--- src/rtl/spi_target_if.sv ---
// Bus bundle for the SPI target endpoint: serial link pins, RX FIFO
// valid/ready port, TX byte handshake and sticky status flags.
interface spi_target_if;
    logic        spi_cs;
    logic        spi_mosi;
    logic        spi_miso;
    logic [31:0] rx_data;
    logic        rx_valid;
    logic        rx_ready;
    logic [7:0]  tx_data;
    logic        tx_valid;
    logic        tx_ready;
    logic        rx_overflow;
    logic        frame_abort;
    logic        flag_clr;

    modport master (
        output spi_cs, spi_mosi, rx_ready, tx_data, tx_valid, flag_clr,
        input  spi_miso, rx_data, rx_valid, tx_ready, rx_overflow, frame_abort
    );

    modport slave (
        input  spi_cs, spi_mosi, rx_ready, tx_data, tx_valid, flag_clr,
        output spi_miso, rx_data, rx_valid, tx_ready, rx_overflow, frame_abort
    );
endinterface

--- src/rtl/spi_target_endpoint.sv ---
// SPI target endpoint: 32-bit start-bit framed RX into a FIFO, 8-bit start-bit
// framed TX on miso. Optional RX->TX low-byte echo under SPI_TGT_ECHO_EN.
//
// state     | meaning
// RXS_IDLE  | waiting for start bit (cs=1, mosi=0)
// RXS_BITS  | shifting 32 data bits, MSB first
// TXS_IDLE  | tx_ready, miso idles high
// TXS_START | miso driven 0 (start bit)
// TXS_BITS  | miso driven with byte bits 7..0
// TXS_GAP   | miso held high for TX_GAP cycles
module spi_target_endpoint #(
    parameter int RX_DEPTH = 4,
    parameter int TX_GAP   = 2
) (
    input logic         clk,
    input logic         rst,
    spi_target_if.slave bus
);
    localparam int AW = $clog2(RX_DEPTH);
    localparam int GW = (TX_GAP > 1) ? $clog2(TX_GAP) : 1;
    localparam logic [GW-1:0] GAP_LOAD = GW'((TX_GAP > 0) ? TX_GAP - 1 : 0);

    localparam logic       RXS_IDLE  = 1'b0;
    localparam logic       RXS_BITS  = 1'b1;
    localparam logic [1:0] TXS_IDLE  = 2'd0;
    localparam logic [1:0] TXS_START = 2'd1;
    localparam logic [1:0] TXS_BITS  = 2'd2;
    localparam logic [1:0] TXS_GAP   = 2'd3;

    logic        rx_state;
    logic [4:0]  rx_cnt;
    logic [30:0] rx_shift;
    logic        rx_push;
    logic [31:0] rx_word;
    logic        abort_set;

    logic [31:0] mem [RX_DEPTH];
    logic [AW:0] wr_ptr;
    logic [AW:0] rd_ptr;
    logic        fifo_empty;
    logic        fifo_full;
    logic        fifo_pop;
    logic        fifo_wr;
    logic        ovf_set;

    logic [1:0]    tx_state;
    logic [7:0]    tx_byte;
    logic [2:0]    tx_bit;
    logic [GW-1:0] gap_cnt;
    logic          tx_idle_rdy;
    logic          tx_load;
    logic [7:0]    tx_load_byte;
    logic          miso;

    // ---------------- RX deserialiser ----------------
    assign rx_push   = (rx_state == RXS_BITS) && bus.spi_cs && (rx_cnt == 5'd0);
    assign abort_set = (rx_state == RXS_BITS) && !bus.spi_cs;
    assign rx_word   = {rx_shift, bus.spi_mosi};

    always_ff @(posedge clk or posedge rst) begin
        if (rst) begin
            rx_state <= RXS_IDLE;
            rx_cnt   <= '0;
            rx_shift <= '0;
        end else begin
            case (rx_state)
                RXS_IDLE: begin
                    if (bus.spi_cs && !bus.spi_mosi) begin
                        rx_cnt   <= 5'd31;
                        rx_state <= RXS_BITS;
                    end
                end
                default: begin
                    if (!bus.spi_cs || rx_cnt == 5'd0) begin
                        rx_state <= RXS_IDLE;
                    end else begin
                        rx_shift <= {rx_shift[29:0], bus.spi_mosi};
                        rx_cnt   <= rx_cnt - 5'd1;
                    end
                end
            endcase
        end
    end

    // ---------------- RX FIFO ----------------
    // Extra pointer MSB distinguishes full from empty.
    assign fifo_empty = (wr_ptr == rd_ptr);
    assign fifo_full  = (wr_ptr[AW] != rd_ptr[AW]) && (wr_ptr[AW-1:0] == rd_ptr[AW-1:0]);
    assign fifo_pop   = !fifo_empty && bus.rx_ready;
    assign fifo_wr    = rx_push && (!fifo_full || fifo_pop);
    assign ovf_set    = rx_push && fifo_full && !fifo_pop;

    always_ff @(posedge clk or posedge rst) begin
        if (rst) begin
            wr_ptr <= '0;
            rd_ptr <= '0;
        end else begin
            if (fifo_wr)  wr_ptr <= wr_ptr + 1'b1;
            if (fifo_pop) rd_ptr <= rd_ptr + 1'b1;
        end
    end

    always_ff @(posedge clk) begin
        if (fifo_wr) mem[wr_ptr[AW-1:0]] <= rx_word;
    end

    assign bus.rx_valid = !fifo_empty;
    assign bus.rx_data  = fifo_empty ? 32'd0 : mem[rd_ptr[AW-1:0]];

    // Sticky flags; a set event beats a simultaneous clear.
    always_ff @(posedge clk or posedge rst) begin
        if (rst) begin
            bus.rx_overflow <= 1'b0;
            bus.frame_abort <= 1'b0;
        end else begin
            if (ovf_set)           bus.rx_overflow <= 1'b1;
            else if (bus.flag_clr) bus.rx_overflow <= 1'b0;
            if (abort_set)         bus.frame_abort <= 1'b1;
            else if (bus.flag_clr) bus.frame_abort <= 1'b0;
        end
    end

    // ---------------- TX source select ----------------
`ifdef SPI_TGT_ECHO_EN
    logic       echo_pend;
    logic [7:0] echo_byte;
    logic       echo_take;

    assign echo_take    = (tx_state == TXS_IDLE) && echo_pend;
    assign tx_idle_rdy  = (tx_state == TXS_IDLE) && !echo_pend;
    assign tx_load      = echo_take || (tx_idle_rdy && bus.tx_valid);
    assign tx_load_byte = echo_take ? echo_byte : bus.tx_data;

    always_ff @(posedge clk or posedge rst) begin
        if (rst) begin
            echo_pend <= 1'b0;
            echo_byte <= '0;
        end else if (fifo_wr) begin
            echo_pend <= 1'b1;
            echo_byte <= rx_word[7:0];
        end else if (echo_take) begin
            echo_pend <= 1'b0;
        end
    end
`else
    assign tx_idle_rdy  = (tx_state == TXS_IDLE);
    assign tx_load      = tx_idle_rdy && bus.tx_valid;
    assign tx_load_byte = bus.tx_data;
`endif

    assign bus.tx_ready = tx_idle_rdy;

    // ---------------- TX serialiser ----------------
    always_ff @(posedge clk or posedge rst) begin
        if (rst) begin
            tx_state <= TXS_IDLE;
            tx_byte  <= '0;
            tx_bit   <= '0;
            gap_cnt  <= '0;
        end else begin
            case (tx_state)
                TXS_IDLE: begin
                    if (tx_load) begin
                        tx_byte  <= tx_load_byte;
                        tx_state <= TXS_START;
                    end
                end
                TXS_START: begin
                    tx_bit   <= 3'd7;
                    tx_state <= TXS_BITS;
                end
                TXS_BITS: begin
                    if (tx_bit == 3'd0) begin
                        gap_cnt  <= GAP_LOAD;
                        tx_state <= (TX_GAP == 0) ? TXS_IDLE : TXS_GAP;
                    end else begin
                        tx_bit <= tx_bit - 3'd1;
                    end
                end
                default: begin
                    if (gap_cnt == '0) tx_state <= TXS_IDLE;
                    else               gap_cnt  <= gap_cnt - 1'b1;
                end
            endcase
        end
    end

    // Decoded straight from state so reset forces miso high without waiting for a clock.
    always_comb begin
        miso = 1'b1;
        case (tx_state)
            TXS_START: miso = 1'b0;
            TXS_BITS:  miso = tx_byte[tx_bit];
            default:   miso = 1'b1;
        endcase
    end

    assign bus.spi_miso = miso;
endmodule

--- src/flat_wrapper.sv ---
// flat-port wrapper written by rule: the top's interface ports become plain ports
module spi_target_endpoint_flat 
#(
    parameter int RX_DEPTH = 4,
    parameter int TX_GAP   = 2
)
  (clk, rst, bus_spi_cs, bus_spi_mosi, bus_rx_ready, bus_tx_data, bus_tx_valid, bus_flag_clr, bus_spi_miso, bus_rx_data, bus_rx_valid, bus_tx_ready, bus_rx_overflow, bus_frame_abort);
  spi_target_if bus_i ();
  input logic clk;
  input logic rst;
  input wire logic [$bits(bus_i.spi_cs)-1:0] bus_spi_cs;
  input wire logic [$bits(bus_i.spi_mosi)-1:0] bus_spi_mosi;
  input wire logic [$bits(bus_i.rx_ready)-1:0] bus_rx_ready;
  input wire logic [$bits(bus_i.tx_data)-1:0] bus_tx_data;
  input wire logic [$bits(bus_i.tx_valid)-1:0] bus_tx_valid;
  input wire logic [$bits(bus_i.flag_clr)-1:0] bus_flag_clr;
  output wire logic [$bits(bus_i.spi_miso)-1:0] bus_spi_miso;
  output wire logic [$bits(bus_i.rx_data)-1:0] bus_rx_data;
  output wire logic [$bits(bus_i.rx_valid)-1:0] bus_rx_valid;
  output wire logic [$bits(bus_i.tx_ready)-1:0] bus_tx_ready;
  output wire logic [$bits(bus_i.rx_overflow)-1:0] bus_rx_overflow;
  output wire logic [$bits(bus_i.frame_abort)-1:0] bus_frame_abort;
  assign bus_i.spi_cs = bus_spi_cs;
  assign bus_i.spi_mosi = bus_spi_mosi;
  assign bus_i.rx_ready = bus_rx_ready;
  assign bus_i.tx_data = bus_tx_data;
  assign bus_i.tx_valid = bus_tx_valid;
  assign bus_i.flag_clr = bus_flag_clr;
  assign bus_spi_miso = bus_i.spi_miso;
  assign bus_rx_data = bus_i.rx_data;
  assign bus_rx_valid = bus_i.rx_valid;
  assign bus_tx_ready = bus_i.tx_ready;
  assign bus_rx_overflow = bus_i.rx_overflow;
  assign bus_frame_abort = bus_i.frame_abort;
  spi_target_endpoint #(.RX_DEPTH(RX_DEPTH), .TX_GAP(TX_GAP)) u_core (.clk(clk), .rst(rst), .bus(bus_i));
endmodule
--- config.mk ---
export PLATFORM = sky130hd
export DESIGN_NAME = spi_target_endpoint_flat
export DESIGN_NICKNAME = d
export VERILOG_FILES = /design/src/rtl/spi_target_if.sv /design/src/rtl/spi_target_endpoint.sv /design/src/flat_wrapper.sv
export SDC_FILE = /design/constraint.sdc
export NUM_CORES = 1
export LEC_CHECK = 0
export ABC_CLOCK_PERIOD_IN_PS = 3190
export CAP_MARGIN = 5
export CORE_AREA = 3 3 112 125
export DETAILED_ROUTE_END_ITERATION = 10
export DIE_AREA = 0 0 115 128
export GPL_TIMING_DRIVEN = 0
export PLACE_DENSITY = 0.78
export SLEW_MARGIN = 10
export SYNTH_ARGS = -nofsm -noshare
export SYNTH_HDL_FRONTEND = slang
export SYNTH_SLANG_ARGS = --single-unit
--- constraint.sdc ---
create_clock -name clk -period 3.19 [get_ports clk]
set_input_delay 0.638 -clock clk [delete_from_list [all_inputs] [get_ports clk]]
set_output_delay 0.638 -clock clk [all_outputs]
set_load 0.05 [all_outputs]
==> results of run 1 <==
## cells in the final DEF, fill, tap and decap left out, drive strengths merged, types with 7 or more instances in the layout
| cell | Yosys | layout |
|---|---|---|
| clkdlybuf4s50 | 0 | 17 |
| nor3 | 7 | 7 |
| mux2 | 42 | 42 |
| clkbuf | 5 | 36 |
| buf | 11 | 15 |
| inv | 15 | 23 |
| ha | 12 | 12 |
| edfxtp | 128 | 128 |
| dlygate4sd2 | 0 | 13 |
| mux4 | 33 | 33 |
| dfrtp | 59 | 59 |
| and2 | 33 | 33 |
## power groups by stage
stage	clock [W]	combinational, W	sequential (W)
5_1_grt	0.00235	0.00335	0.00304
6_report	0.00221	0.00314	0.00300
4_1_cts	0.00224	0.00323	0.00301
2_1_floorplan	0	0.00244	0.00300
3_3_place_gp	0	0.00332	0.00303
3_5_place_dp	0	0.00338	0.00305
## layer usage
layer,global-route usage [%],part of all wire (%),vias to the layer above,wire [um]
met5,0,0,-,0
met4,6.146,1.0,0,133
met3,4.721,4.2,10,540
met2,31.71,53,78,6918
met1,25.39,41,1910,5352
li1,-,-,1685,-
## registers in the layout, summed over array words and instances, names as in the netlist
signal                  cells
u_core.mem                128
u_core.rx_shift            31
u_core.tx_byte              8
u_core.rx_cnt               5
u_core.rd_ptr               3
u_core.tx_bit               3
u_core.wr_ptr               3
u_core.tx_state             2
u_core.bus.frame_abort      1
u_core.bus.rx_overflow      1
u_core.gap_cnt              1
u_core.rx_state             1
## logic make-up (layout without fill, tap and decap cells)
group | after synthesis | after routing
xor gates and xnor gates | 7 | 7
adders and majority gates | 12 | 12
AOI/OAI and AO/OA | 20 | 20
muxes | 78 | 78
and+or+nand+nor | 64 | 64
buffers and inverters | 31 | 118
DFF | 187 | 187
## cell type report
cell class / count / share of cell area, %
plain buffers: 16 / 1.010
multi-input cells: 181 / 22.56
clock inverters: 15 / 2.319
inverters: 15 / 0.6686
clock buffers: 17 / 4.836
flip-flops and latches: 187 / 60.48
well taps: 157 / 2.233
repair buffers: 55 / 5.889
## path summary, 6_finish.rpt
check | cells past startpoint | endpoint | from
max in group asynchronous | 2 | u_core.tx_byte[0] | rst
min | 1 | u_core.tx_byte[3] | u_core.tx_byte[3]
min reg2reg | 1 | u_core.tx_byte[3] | u_core.tx_byte[3]
min in group asynchronous | 2 | u_core.rx_state | rst
max | 6 | bus_rx_data[11] | u_core.rd_ptr[1]
max reg2reg | 6 | u_core.mem[1][23] | u_core.rx_cnt[0]
## cells in the mapped netlist (all sizes together), types with 6 or more instances
library cell	instances
inv	15
buf	11
and3	6
dfrtp	59
edfxtp	128
nor3	7
ha	12
and2	33
mux2	42
mux4	33
nand2	6
## stage by stage
stage               instance area [um2]  setup TNS [ns]  worst slack (ns)  total power [W]  hold slack (ns)
finish                             8796               0            0.1192         0.008361           0.5006
global route                       8796      -0.0001583        -0.0001583         0.008730           0.5145
CTS                                8841               0         0.0002349         0.008477           0.5034
detailed placement                 8232               0           0.05687         0.006434           0.4884
global placement                   8144          -23.83           -0.1913         0.006352           0.4754
floorplan                          7437               0            0.6045         0.005445           0.4607
## what timing repair did
| item | CTS | global route |
|---|---|---|
| setup endpoints to repair | 30 | 23 |
| endpoints found under the hold margin | 0 | 0 |
| gates resized for setup | 44 | 31 |
==> summary.md, run 1 <==
| Metric | Value |
|---|---|
| Number of synthesized flops with an enable pin | `128` |
| Share of layout cells above drive strength 1 | `24.49%` |
| Reg2reg setup slack | `0.92 ns` |
| Post-synthesis instance total | `399` |
| Row cnt | `43` |
| Initial DRC Count | `141` |
| PD cells | `950.5 nW/um2` |
| Antenna violations before repair | `0` |
| Worst min-delay path class | `flip-flop to flip-flop` |
| Detail-routed net length per standard cell | `20.13 um` |
| CTS sink cnt | `187` |
| Seq/Total Area, Yosys | `71.53%` |
| DR vias/cell | `5.728` |
| Comb power frac | `37.6%` |
| CP Data Arrival Time | `2.43 ns` |
| Maxcap violations | `0` |
| YS warnings | `0` |
| Post-synthesis average cell area | `18.64 um2` |
| Post-Synth Adder-Cell Area | `2.019%` |
| Multi-input logic area | `1984 um2` |
| Routed Wire Length | `12.94 mm` |
| Largest net degree at the start of global routing | `60` |
| Highest clock rate | `0.3256 GHz` |
| Outcome | `completed` |
| Die height | `128 um` |
| Clk network pwr share | `26.5%` |
| ANT cells | `0` |
| DRC violations left | `0` |
| Drt pass-1 iters | `4` |
| Leak | `3.313 nW` |
| CTS Buf Count | `17` |
| CTS tree | `done` |
| Die W | `115 um` |
| Vias in the first global route | `3,964` |
| IO buf count | `51` |
| Largest family of logic cells by synthesized area | `multiplexers` |
| Simple-Gate Fraction of Synth Area | `5.215%` |
| Synth top area share | `51.68%` |
| Synth Area in Compound Gates | `1.800%` |
| Max incr delay on CP | `0.52 ns` |
| Number of max-slew violations in the final report | `0` |
| Crit start category | `flip-flop` |
| Seq cells post-synth | `187` |
| Area Growth Syn to Fin | `18.27%` |
| GRT Util Overall | `19.21%` |
| Multiplexer area fraction after synthesis | `16.76%` |
| Skew final | `0.01210 ns` |
| Critical path capture point type | `output port` |
| Post-Layout Cell Count | `643` |
| Switch Pwr | `0.003110 W` |
| Post-placement cell count | `611` |
| Pint | `0.005251 W` |
| Final Hold Viols | `0` |
| Root buffer cell | `clkbuf_16` |
| Clock insertion delay at the later pin of the skew report | `0.43 ns` |
| Via count | `3,683` |
| CP top delay family | `buffers and inverters` |
| Ranking of synthesized cells by area | `edfxtp_1 52%, dfrtp_1 20%, mux4_2 10%` |
| Hold_buf cts | `0` |
| Clock buffer depth | `2` |
| Post-DRT Antenna Nets | `0` |
| Cell taking the most area after synthesis | `edfxtp_1` |
| CP bufs+invs | `3` |
| Die area | `14,720 um2` |
| Slew HR | `49.40%` |
| CP Class | `flip-flop to output port` |
| Sequential power share | `35.9%` |
| First-pass GRT wire length | `21.18 mm` |
| Tcrit/Tclk final | `96.26%` |
| Num ports | `52` |
| Sequential standard cell area | `5320 um2` |
| CP Data Required Time | `2.55 ns` |
| Post-DP HPWL | `7.929 mm` |
| RSZ-0062 raised after global routing | `yes` |
| Post-synth ARST share | `31.55%` |
| XOR/XNOR Fraction of Synth Area | `0.8244%` |
| Worst IR Drop VDD | `0.5276 mV` |
| Nets | `500` |
| Post-synthesis net count | `426` |
| Core box area | `12,700 um2` |
| Sw Ratio | `37.20%` |
| Worst-path maximum fanout | `10` |
| RePlAce Congestion | `0.7314` |
| Tmin final | `3.071 ns` |
| Finished Core Util | `69.27%` |
| Grt ovf | `0` |
| Final setup viols | `0` |
| Initial core utilization | `58.57%` |
| Slew at the pin closest to its max-slew limit | `0.7589 ns` |
| Synth unique cells | `37` |
| CP cell instances | `buf_2, xnor2_1, nand3b_1, clkbuf_2, and2_1, dlygate4sd2_1` |
| Mapped cell area | `7437 um2` |
| Post-synth top flop | `edfxtp_1` |
| # fillers | `822` |
| Post-CTS setup buffer count | `0` |
| Slowest CP cell | `dlygate4sd2_1` |
| CTS HTree Levels | `4` |
| Clock transition at path regs | `0.07 ns` |
Power figures use the tool's default switching activity.
==> run 2: changes to the inputs <==
--- a/config.mk
+++ b/config.mk
@@ -8,6 +8,7 @@
 export ABC_CLOCK_PERIOD_IN_PS = 3190
 export CAP_MARGIN = 5
 export CORE_AREA = 3 3 112 125
+export CTS_CLUSTER_SIZE = 20
 export DETAILED_ROUTE_END_ITERATION = 10
 export DIE_AREA = 0 0 115 128
 export GPL_TIMING_DRIVEN = 0
==> results of run 2 <==
The final DEF is identical to that of run 1; final timing and power are the same.
